<file path="config.mk">
export PLATFORM = sky130hd
export DESIGN_NAME = cga_vram_arbiter_flat
export DESIGN_NICKNAME = d
export VERILOG_FILES = /design/src/rtl/cga_vram_arbiter_if.sv /design/src/rtl/cga_vram_arbiter.sv /design/src/flat_wrapper.sv
export SDC_FILE = /design/constraint.sdc
export NUM_CORES = 1
export LEC_CHECK = 0
export ABC_AREA = 1
export BUFFER_PORTS_ARGS = -buffer_cell sky130_fd_sc_hd__buf_2
export CORE_AREA = 2 2 76 71
export DETAILED_ROUTE_END_ITERATION = 7
export DIE_AREA = 0 0 78 73
export GPL_TIMING_DRIVEN = 1
export PLACE_DENSITY_LB_ADDON = 0.2
export RECOVER_POWER = 100
export SYNTH_ARGS = -nofsm -noshare
export SYNTH_HDL_FRONTEND = slang
export SYNTH_SLANG_ARGS = --single-unit
</file>
<file path="constraint.sdc">
create_clock -name clk -period 1.7 [get_ports clk]
set_input_delay 0.255 -clock clk [delete_from_list [all_inputs] [get_ports clk]]
set_output_delay 0.255 -clock clk [all_outputs]
set_load 0.03 [all_outputs]
</file>
<file path="src/rtl/cga_vram_arbiter_if.sv">
// CGA VRAM arbiter bus bundle: video fetch, ISA CPU slot and RAM pins.
// slave = arbiter side, master = sequencer/CPU/RAM side.
interface cga_vram_arbiter_if;
  logic        vid_req;
  logic [14:0] vid_addr;
  logic        isa_op_enable;
  logic        cpu_cs;
  logic        cpu_memr_l;
  logic        cpu_memw_l;
  logic [14:0] cpu_addr;
  logic [7:0]  cpu_wdata;
  logic [7:0]  cpu_rdata;
  logic        bus_rdy;
  logic [18:0] ram_a;
  logic [7:0]  ram_d_in;
  logic [7:0]  ram_d_out;
  logic        ram_we_l;
  logic        vid_grant;

  modport slave (
    input  vid_req, vid_addr, isa_op_enable, cpu_cs,
    input  cpu_memr_l, cpu_memw_l, cpu_addr, cpu_wdata,
    input  ram_d_in,
    output cpu_rdata, bus_rdy, ram_a, ram_d_out,
    output ram_we_l, vid_grant
  );

  modport master (
    output vid_req, vid_addr, isa_op_enable, cpu_cs,
    output cpu_memr_l, cpu_memw_l, cpu_addr, cpu_wdata,
    output ram_d_in,
    input  cpu_rdata, bus_rdy, ram_a, ram_d_out,
    input  ram_we_l, vid_grant
  );
endinterface

</file>
<file path="src/rtl/cga_vram_arbiter.sv">
// CGA VRAM arbiter: video fetches always win, CPU accesses
// wait for a sequencer slot or are forced after MAX_WAIT cycles.
module cga_vram_arbiter #(
  parameter logic [3:0] RAM_BASE = 4'b0001,
  parameter logic [7:0] MAX_WAIT = 8'd40
) (
  input logic             clk,
  input logic             reset_l,
  cga_vram_arbiter_if.slave bus
);

  typedef enum logic [2:0] {
    IDLE, WAIT_SLOT, ACC_ADDR, ACC_DATA, HOLD
  } state_t;

  state_t      state_q, state_d;
  logic        memr_q, memw_q;
  logic        live_q, arm_q, arm_d;
  logic        we_q, we_d;
  logic [7:0]  cnt_q, cnt_d;
  logic [7:0]  wdata_q, wdata_d;
  logic [7:0]  rdata_q, rdata_d;
  logic [14:0] addr_q, addr_d;
  logic        vid, cpu_req, in_acc, cnt_max;

  assign vid     = bus.vid_req & reset_l;
  assign in_acc  = (state_q == ACC_ADDR) |
                   (state_q == ACC_DATA);
  assign cnt_max = (cnt_q == MAX_WAIT);
  assign cpu_req = arm_q & bus.cpu_cs &
                   (~memr_q | ~memw_q);
  // Only a strobe seen high after reset may start an access.
  assign arm_d   = arm_q | (live_q & memr_q & memw_q);

  always_ff @(posedge clk or negedge reset_l) begin
    if (!reset_l) begin
      state_q <= IDLE;
      memr_q  <= 1'b1;
      memw_q  <= 1'b1;
      live_q  <= 1'b0;
      arm_q   <= 1'b0;
      we_q    <= 1'b0;
      cnt_q   <= 8'd0;
      wdata_q <= 8'd0;
      rdata_q <= 8'd0;
      addr_q  <= 15'd0;
    end else begin
      state_q <= state_d;
      memr_q  <= bus.cpu_memr_l;
      memw_q  <= bus.cpu_memw_l;
      live_q  <= 1'b1;
      arm_q   <= arm_d;
      we_q    <= we_d;
      cnt_q   <= cnt_d;
      wdata_q <= wdata_d;
      rdata_q <= rdata_d;
      addr_q  <= addr_d;
    end
  end

  always_comb begin
    state_d = state_q;
    cnt_d   = 8'd0;
    addr_d  = addr_q;
    wdata_d = wdata_q;
    we_d    = we_q;
    rdata_d = rdata_q;
    unique case (state_q)
      IDLE: begin
        if (cpu_req) begin
          state_d = WAIT_SLOT;
          addr_d  = bus.cpu_addr;
          wdata_d = bus.cpu_wdata;
          we_d    = ~memw_q;
        end
      end
      WAIT_SLOT: begin
        cnt_d = cnt_max ? cnt_q : cnt_q + 8'd1;
        if (!vid && (bus.isa_op_enable || cnt_max))
          state_d = ACC_ADDR;
      end
      ACC_ADDR: begin
        state_d = vid ? WAIT_SLOT : ACC_DATA;
      end
      ACC_DATA: begin
        // A stray video fetch here voids the data; retry.
        if (vid) begin
          state_d = WAIT_SLOT;
        end else begin
          state_d = HOLD;
          if (!we_q) rdata_d = bus.ram_d_in;
        end
      end
      HOLD: begin
        if (memr_q && memw_q) state_d = IDLE;
      end
      default: state_d = IDLE;
    endcase
  end

  assign bus.ram_a     = {RAM_BASE,
                          (in_acc && !vid) ? addr_q
                                           : bus.vid_addr};
  assign bus.ram_we_l  = ~((state_q == ACC_ADDR) &
                           we_q & ~vid);
  assign bus.vid_grant = vid;
  assign bus.bus_rdy   = ~((state_q == WAIT_SLOT) | in_acc);
  assign bus.ram_d_out = wdata_q;
  assign bus.cpu_rdata = rdata_q;

endmodule

</file>
<file path="src/flat_wrapper.sv">
// flat-port wrapper written by rule: the top's interface ports become plain ports
module cga_vram_arbiter_flat 
#(
  parameter logic [3:0] RAM_BASE = 4'b0001,
  parameter logic [7:0] MAX_WAIT = 8'd40
)
  (clk, reset_l, bus_vid_req, bus_vid_addr, bus_isa_op_enable, bus_cpu_cs, bus_cpu_memr_l, bus_cpu_memw_l, bus_cpu_addr, bus_cpu_wdata, bus_ram_d_in, bus_cpu_rdata, bus_bus_rdy, bus_ram_a, bus_ram_d_out, bus_ram_we_l, bus_vid_grant);
  cga_vram_arbiter_if bus_i ();
  input logic clk;
  input logic reset_l;
  input wire logic [$bits(bus_i.vid_req)-1:0] bus_vid_req;
  input wire logic [$bits(bus_i.vid_addr)-1:0] bus_vid_addr;
  input wire logic [$bits(bus_i.isa_op_enable)-1:0] bus_isa_op_enable;
  input wire logic [$bits(bus_i.cpu_cs)-1:0] bus_cpu_cs;
  input wire logic [$bits(bus_i.cpu_memr_l)-1:0] bus_cpu_memr_l;
  input wire logic [$bits(bus_i.cpu_memw_l)-1:0] bus_cpu_memw_l;
  input wire logic [$bits(bus_i.cpu_addr)-1:0] bus_cpu_addr;
  input wire logic [$bits(bus_i.cpu_wdata)-1:0] bus_cpu_wdata;
  input wire logic [$bits(bus_i.ram_d_in)-1:0] bus_ram_d_in;
  output wire logic [$bits(bus_i.cpu_rdata)-1:0] bus_cpu_rdata;
  output wire logic [$bits(bus_i.bus_rdy)-1:0] bus_bus_rdy;
  output wire logic [$bits(bus_i.ram_a)-1:0] bus_ram_a;
  output wire logic [$bits(bus_i.ram_d_out)-1:0] bus_ram_d_out;
  output wire logic [$bits(bus_i.ram_we_l)-1:0] bus_ram_we_l;
  output wire logic [$bits(bus_i.vid_grant)-1:0] bus_vid_grant;
  assign bus_i.vid_req = bus_vid_req;
  assign bus_i.vid_addr = bus_vid_addr;
  assign bus_i.isa_op_enable = bus_isa_op_enable;
  assign bus_i.cpu_cs = bus_cpu_cs;
  assign bus_i.cpu_memr_l = bus_cpu_memr_l;
  assign bus_i.cpu_memw_l = bus_cpu_memw_l;
  assign bus_i.cpu_addr = bus_cpu_addr;
  assign bus_i.cpu_wdata = bus_cpu_wdata;
  assign bus_i.ram_d_in = bus_ram_d_in;
  assign bus_cpu_rdata = bus_i.cpu_rdata;
  assign bus_bus_rdy = bus_i.bus_rdy;
  assign bus_ram_a = bus_i.ram_a;
  assign bus_ram_d_out = bus_i.ram_d_out;
  assign bus_ram_we_l = bus_i.ram_we_l;
  assign bus_vid_grant = bus_i.vid_grant;
  cga_vram_arbiter #(.RAM_BASE(RAM_BASE), .MAX_WAIT(MAX_WAIT)) u_core (.clk(clk), .reset_l(reset_l), .bus(bus_i));
endmodule
</file>
* Yosys cells after proc, flatten, opt, wreduce, memory -nomap -nowiden
Index checks and enable logic that the tools add are counted.
** Storage, ports and cells
- Register bits after elaboration :: 47
- Input port bits :: 53
- Word-level logic and storage cells :: 55
- Output and inout port bits :: 38
** Operators by class
- Equal/unequal tests :: 9
- Mux-type cells :: 9
- $add $sub $neg :: 1
- Bitwise gates (word level) :: 17
- Reduce and logical (&&, ||, !) cells :: 9
** Operator list (number)
- $mux W8 :: 2
- $mux W15 :: 1
- $pmux W3 S5 :: 1
- $mux W3 :: 4
- $add A8 B1 Y8 const B :: 1
- $eq A8 B6 Y1 const B :: 1
- $and A1 B1 Y1 :: 7
- $eq A3 B2 Y1 const B :: 2
- $ne A2 B1 Y1 const B :: 3
- $not A1 Y1 :: 6
- $reduce_and A3 Y1 :: 2
- $or A1 B1 Y1 :: 4
- $eq A3 B1 Y1 const B :: 1
- $eq A3 B3 Y1 const B :: 1
- $logic_and A1 B1 Y1 :: 3
- $logic_not A3 Y1 :: 1
- $mux W2 :: 1
- $ne A2 B2 Y1 const B :: 1
- $reduce_and A2 Y1 :: 1
- $logic_not A1 Y1 :: 1
- $logic_or A1 B1 Y1 :: 1

* Depth between registers and ports, before layout
Gate-level depths: netlist of run 1.
- Depth in word-level cells :: 5
- Gate-level depth with buffers :: 9
- Mapped depth without buffers :: 9

* Worst setup path after synthesis of run 1
Ideal clock, no wire load.
- Path kind :: flip-flop to output port
- From :: register u_core.state_q[2]
- To :: output port bus_ram_a[10]
- Cell stages (with the launch flop) :: 5
- Data required time :: 1.445 ns
- Buffers on the path :: 1
- Slack :: 0.127 ns
- Data arrival time :: 1.318 ns
- Cell sequence :: dfrtp_1 nor3_4 buf_2 nand2_1 nand2_1
** Between the ends
- Longest elaborated chain between the ends :: 4
- Elaborated cells on any way between the ends :: 5
- Those cells by class :: eq/ne (2); mux (1); bitwise (1); reduce/logical (1)
** Ends and longest elaborated chain
- start: declaration :: RTL line cga_vram_arbiter.sv:16 : state_t state_q, state_d;
- start signal: assignment :: RTL line cga_vram_arbiter.sv:48 : state_q <= state_d;
- $eq A3 B2 Y1, on equally long branches :: RTL line cga_vram_arbiter.sv:27, cga_vram_arbiter.sv:28
- $or A1 B1 Y1 (*) :: RTL line cga_vram_arbiter.sv:27 : assign in_acc = (state_q == ACC_ADDR) |
- $logic_and A1 B1 Y1 (*) :: RTL line cga_vram_arbiter.sv:102 : (in_acc && !vid) ? addr_q
- $mux W15 (*) :: RTL line cga_vram_arbiter.sv:102
- end: declaration :: RTL line flat_wrapper.sv:22 : output wire logic [$bits(bus_i.ram_a)-1:0] bus_ram_a;
Mark *: on every way between the ends. The rest lies on a longest branch, timed or not.

* Worst setup path after layout of run 1
- From :: register u_core.state_q[2]
- To :: output port bus_ram_a[9]
The elaborated chain is that of the path after synthesis.

==> results of run 1 <==
==> critical path, cell delays in order, from the launching register on <==
cell	delay, ns
dfrtp_2	0.45
nor3_4	0.12
buf_6	0.15
clkinvlp_4	0.18
nand2_1	0.11
nand2_1	0.06
buf_6	0.13
==> kinds of logic after synthesis <==
family / after synthesis
xor gates and xnor gates: 1
and+or+nand+nor: 129
buffers and inverters: 58
DFF: 47
adders and majority gates: 2
AOI/OAI and AO/OA: 41
other: 2
==> metrics by stage <==
stage                     std cells  hold slack, ns  area (sq um)  setup TNS, ns  setup slack [ns]
final                           442          0.0491          3030         -0.314           -0.0554
after CTS                       440          0.0372          3000         -0.397           -0.0556
after global routing            442          0.0266          3030          -2.34            -0.201
after global placement          427           0.360          2750              0             0.187
after floorplan                 283         -0.0406          2300              0             0.127
after detailed placement        427           0.361          2750              0             0.174
==> flip-flops by register name (all words and copies together), names as in the netlist <==
register / cells
u_core.addr_q: 15
u_core.state_q: 3
u_core.live_q: 1
u_core.arm_q: 1
u_core.memr_q: 1
u_core.memw_q: 1
u_core.bus.ram_d_out: 8
u_core.bus.cpu_rdata: 8
u_core.cnt_q: 8
u_core.we_q: 1
==> repair_timing <==
action                     4_1_cts  5_1_grt
pin swaps                        4        7
gates resized for setup         42       13
buffers inserted                 3        2
setup endpoints to repair       15       16
cloned                           2        0
==> synthesized netlist by cell type <==
library cell  number  area share
a21oi_1            4      0.0087
a31o_2             1      0.0038
a31oi_1            1      0.0027
buf_2              4      0.0087
buf_4              4       0.013
buf_6              4       0.020
clkbuf_1           1      0.0016
conb_1             2      0.0033
dfrtp_1           45        0.49
dfstp_2            2       0.023
ha_1               2       0.011
inv_1             42       0.069
inv_2              3      0.0049
nand2_1           97        0.16
nand2_2            1      0.0027
nand3_1            9       0.020
nand3b_4           1      0.0087
nand4_1            4       0.011
nor2_1            14       0.023
nor3_4             1      0.0071
o21a_1             1      0.0033
o21ai_0            5       0.011
o21ai_1           16       0.035
o21ai_2           12       0.046
o32ai_1            1      0.0038
or2_2              1      0.0027
or2_4              1      0.0038
xor2_1             1      0.0038
==> path summary, 6_finish.rpt <==
check | end | slack, ns | cells after the start
worst max-delay path | bus_ram_a[9] | -0.06 | 6
min in group asynchronous | u_core.state_q[2] | 0.41 | 2
max in group asynchronous | u_core.state_q[2] | 0.55 | 2
worst min register to register | u_core.arm_q | 0.48 | 1
worst max register to register | u_core.bus.cpu_rdata[7] | 0.12 | 8
worst min-delay path | u_core.memr_q | 0.05 | 1
==> layer usage <==
layer	part of all wire	wire, um
met2	0.48	2270
met4	0.013	60
met1	0.45	2140
met5	0	0
met3	0.056	264
==> power groups by stage <==
| stage | sequential, mW | combinational, mW | clock, mW |
|---|---|---|---|
| floorplan | 2.07 | 1.11 | 0 |
| global placement | 1.76 | 1.89 | 0 |
| detailed placement | 1.76 | 1.92 | 0 |
| CTS | 1.75 | 2.12 | 0.678 |
| global route | 1.80 | 2.31 | 0.727 |
| finish | 1.75 | 2.09 | 0.663 |
==> final cells by class <==
type / count / area [sq um]
Fill cell: 471 / 1970
Sequential cell: 47 / 1180
Multi-Input combinational cell: 178 / 898
Timing Repair Buffer: 96 / 597
Inverter: 45 / 176
Tap cell: 67 / 83.8
Clock buffer: 5 / 68.8
Clock inverter: 3 / 20.0
Timing Repair inverter: 1 / 7.51
==> run_results.csv, run 1 <==
group,metric,value,unit
power_and_ir_drop,clockPowerShare,0.147,
floorplan,die-area,0.00569,sq mm
logic_synthesis,synth_adder_area_share,0.0109,
clocking,clock_insertion_delay_at_the_later_pin_of_the_skew_report,0.30,ns
power_and_ir_drop,power_frac_comb,0.463,
power_and_ir_drop,power.sequential.fraction,0.390,
logic_synthesis,syn_area,0.00229,sq mm
power_and_ir_drop,leakagePower,1.68,nW
clocking,path_clk_slew,0.09,ns
power_and_ir_drop,power.density,1490,mW/mm^2
clocking,cts.sink_count,47,
grt,number_of_antenna_violations_at_the_first_check_in_global_routing,0,
logic_synthesis,synthSimpleGateAreaFrac,0.237,
grt,met3_usage,0.0520,
logic_synthesis,syn-instance-count,280,
grt,grt_max_degree,49,
clocking,tritoncts,"yes",
logic_synthesis,synthXorXnorAreaFrac,0.00382,
logic_synthesis,seq_area_frac_synth,0.514,
grt,via_count_of_the_first_global_routing_pass,1854,
clocking,cts-htree-levels,2,
critical_path,regToRegStartpoint,"u_core.state_q[2]",
finish,n_antenna_cell,0,
sta,post-route-min-period,1.76,ns
floorplan,io-pin-count,91,
power_and_ir_drop,p_int,2.53,mW
sta,timing.final.setup_violations,7,
sta,slew_headroom,0.247,
logic_synthesis,synth_mux_area_frac,0,
logic_synthesis,synthesized_area_per_cell,8.19,sq um
routing,drt_iter0_markers,158,
finish,layout-drive-gt1-share,0.325,
routing,drt-vias-per-instance,4.51,
critical_path,timing_worst_setup_path_type,"flop to primary output",
finish,num-nets-final,429,
logic_synthesis,synth.ff_latch_count,47,
critical_path,crit_path_end_kind,"primary output",
routing,final_antenna_net_count,0,
sta,fin_worst_skew,0.0134,ns
routing,detail_route.wl_per_cell,10.7,um
clocking,cts_hold_buffers_added,0,
placement,port_buffers,86,
finish,most-common-layout-cells,"nand2_1 (88), buf_2 (53), dfrtp_1 (44), inv_1 (41), buf_6 (21)",
flow_run,cap_violations,0,
critical_path,timing.critical_path.required,1.44,ns
placement,detailed_place_hpwl,3.27,mm
floorplan,std_cell_rows,25,
critical_path,timing.critical_path.fanout_max,8,
sta,hold_violations,0,
run_status,failed_checks,"negative setup slack",
routing,detail_route.drc_violations,0,
power_and_ir_drop,power.switching_fraction,0.438,
finish,layout_commonest_cell,"nand2_1",
logic_synthesis,largest_family_of_logic_cells_by_synthesized_area,"simple AND/OR/NAND/NOR gates",
sta,finalWorstSetupSlack,-0.0554,ns
grt,global_route_wire_length_before_repair,7.82,mm
grt,grt_remaining_overflow,0,
routing,drt-total-wl,4.73,mm
finish,syn2layout_area_growth,32.2,%
clocking,cts_root_cell,"clkbuf_8",
critical_path,setup.worst_path.start,"u_core.state_q[2]",
grt,grtUsageMet2,0.312,
critical_path,startpoint_type,"flop",
floorplan,effective_utilization_at_floorplan,0.458,
worst_hold_path,hold_class,"input port to flop",
run_status,run_status,"finished with violations",
sta,maxClockFrequency,570,MHz
power_and_ir_drop,net-switching-power,1.97,mW
logic_synthesis,synth_compound_area_frac,0.114,
logic_synthesis,ys_types,28,
floorplan,fp.dieW,78,um
clocking,numCtsBuffers,5,
logic_synthesis,yosys_warnings,0,
critical_path,wp_data_arrival,1.50,ns
grt,track_usage,0.176,
sta,post-route-period-util,1.03,
routing,first_pass_iters,4,
sta,drv_slew,0,
routing,num_vias,1992,
grt,grt_busiest_layer,"met2",
power_and_ir_drop,vdd_ir_drop_max,0.917,mV
grt,globalRouteMet1Util,0.203,
worst_hold_path,startpoint_of_the_worst_hold_path,"bus_cpu_memr_l",
power_and_ir_drop,power,4.50,mW
sta,slew_at_the_pin_with_the_worst_max_slew_slack,1.13,ns
finish,final_util,0.606,
clocking,max-clock-path-buffers,2,
sta,unrepaired_setup_endpoints_after_global_routing,"true",
floorplan,coreArea,0.00500,sq mm
placement,place_congestion,0.795,
floorplan,die_y,73,um
Note: power is estimated with default switching activity, not from simulation.
==> run 2: changes to the inputs <==
MAX_ROUTING_LAYER = met4   (was unset)
REMOVE_ABC_BUFFERS = 1   (was unset)
==> run 2 against run 1 <==
Compared with the run above: the flow now finishes without violations; sequential power barely moved; global-route usage down 0.44 points; cell count shrank 1.1%; largest cell class unchanged.
==> run_results.csv, run 2 (synthesized netlist as in run 1, its figures left out) <==
group,metric,value,unit
sta,finalSetupTns,0,ns
sta,drv_slew,0,
power_and_ir_drop,vdd_ir_drop_max,0.883,mV
floorplan,effective_utilization_at_floorplan,0.458,
sta,slew_at_the_pin_with_the_worst_max_slew_slack,1.12,ns
routing,final_antenna_net_count,0,
finish,syn2layout_area_growth,30.2,%
floorplan,io-pin-count,91,
placement,port_buffers,86,
critical_path,startpoint_type,"flop",
finish,layout_commonest_cell,"nand2_1",
power_and_ir_drop,power.density,1520,mW/mm^2
routing,drt-vias-per-instance,4.46,
floorplan,coreArea,0.00500,sq mm
grt,grt_max_degree,49,
sta,timing.final.setup_violations,0,
grt,number_of_antenna_violations_at_the_first_check_in_global_routing,0,
sta,unrepaired_setup_endpoints_after_global_routing,"true",
critical_path,wp_data_arrival,1.43,ns
routing,num_vias,1948,
finish,layout-drive-gt1-share,0.295,
sta,post-route-period-util,0.991,
routing,drt_iter0_markers,132,
finish,n_antenna_cell,0,
finish,fill_cells,496,
clocking,cts-htree-levels,2,
finish,num-nets-final,425,
sta,slew_headroom,0.255,
routing,detail_route.drc_violations,0,
finish,largest_reg_flops,15,
clocking,cts.sink_count,47,
routing,detail_route.wl_per_cell,10.2,um
finish,multi_input_area,876,sq um
grt,global_route_wire_length_before_repair,7.38,mm
flow_run,cap_violations,0,
grt,via_count_of_the_first_global_routing_pass,1784,
critical_path,timing.critical_path.fanout_max,5,
clocking,tritoncts,"yes",
grt,track_usage,0.172,
sta,hold_violations,0,
routing,first_pass_iters,4,
floorplan,die_y,73,um
critical_path,timing.critical_path.required,1.44,ns
sta,fin_worst_skew,0.00514,ns
sta,maxClockFrequency,594,MHz
placement,detailed_place_hpwl,3.23,mm
run_status,run_status,"finished clean",
routing,drt-total-wl,4.46,mm
finish,final_util,0.597,
critical_path,regToRegSetupSlack,0.18,ns
clocking,max-clock-path-buffers,2,
floorplan,fp.dieW,78,um
clocking,path_clk_slew,0.08,ns
clocking,cts_root_cell,"clkbuf_8",
critical_path,timing_worst_setup_path_type,"flop to primary output",
critical_path,crit_path_end_kind,"primary output",
clocking,numCtsBuffers,5,
sta,post-route-min-period,1.68,ns
clocking,clock_insertion_delay_at_the_later_pin_of_the_skew_report,0.30,ns
critical_path,r2r_cells,4,
grt,grt_remaining_overflow,0,
floorplan,die-area,0.00569,sq mm
placement,place_congestion,0.765,
worst_hold_path,hold_depth,1,
power_and_ir_drop,leakagePower,1.68,nW
finish,sequential_cell_area,0.00118,sq mm
worst_hold_path,hold_class,"input port to flop",
floorplan,std_cell_rows,25,
finish,max_flop_register,"u_core.addr_q",
finish,most-common-layout-cells,"nand2_1 (92), buf_2 (53), dfrtp_1 (45), inv_1 (41), buf_6 (20)",
[run 2: layer usage]
layer  global-route usage  vias up  wire length, um
met5                    -        -                0
met4               0.0760        0               70
met3               0.0347        6              232
met2                0.276       52             2090
met1                0.213      862             2070
li1                     -     1028                -
[run 2: final timing paths]
check / from / end
min reg2reg: u_core.arm_q / u_core.arm_q
max reg2reg: u_core.memw_q / u_core.addr_q[14]
max in group asynchronous: reset_l / u_core.bus.cpu_rdata[0]
max: u_core.state_q[1] / bus_ram_we_l
min in group asynchronous: reset_l / u_core.bus.ram_d_out[5]
min: bus_cpu_memr_l / u_core.memr_q
[run 2: area by class of cell]
| type | count | share of cell area |
|---|---|---|
| clock inverters | 1 | 0.0101 |
| repair buffers | 93 | 0.191 |
| flip-flops and latches | 47 | 0.395 |
| inverters | 45 | 0.0583 |
| well taps | 67 | 0.0281 |
| clock buffers | 6 | 0.0243 |
| multi-input cells | 178 | 0.293 |
[run 2: power by group]
part	internal (mW)	switching, mW
clock network	0.431	0.352
logic	0.698	1.31
registers	1.51	0.243
total	2.64	1.91
[run 2: critical path: stages, from the launching register on]
cell	delay [ns]
dfrtp_1	0.37
inv_2	0.06
nor3_4	0.16
buf_6	0.16
buf_4	0.14
nand3_1	0.10
buf_6	0.16
[run 2: what timing repair did]
item | CTS | global route
endpoints found under the setup margin | 16 | 16
pin swaps | 1 | 2
cloned | 1 | 0
setup buffers | 1 | 0
hold buffers | 0 | 0
resized for setup | 26 | 20
[run 2: stage by stage]
stage / cell area [sq um] / hold WS (ns) / total power [mW] / worst slack [ns] / instances
final: 2990 / 0.0569 / 4.55 / 0.0161 / 437
after global routing: 2990 / 0.0386 / 4.91 / -0.0814 / 437
after CTS: 2940 / 0.0439 / 4.57 / 0.000869 / 437
after detailed placement: 2760 / 0.365 / 3.68 / 0.224 / 428
after global placement: 2760 / 0.363 / 3.65 / 0.239 / 428
after floorplan: 2210 / -0.0406 / 3.10 / 0.0170 / 270
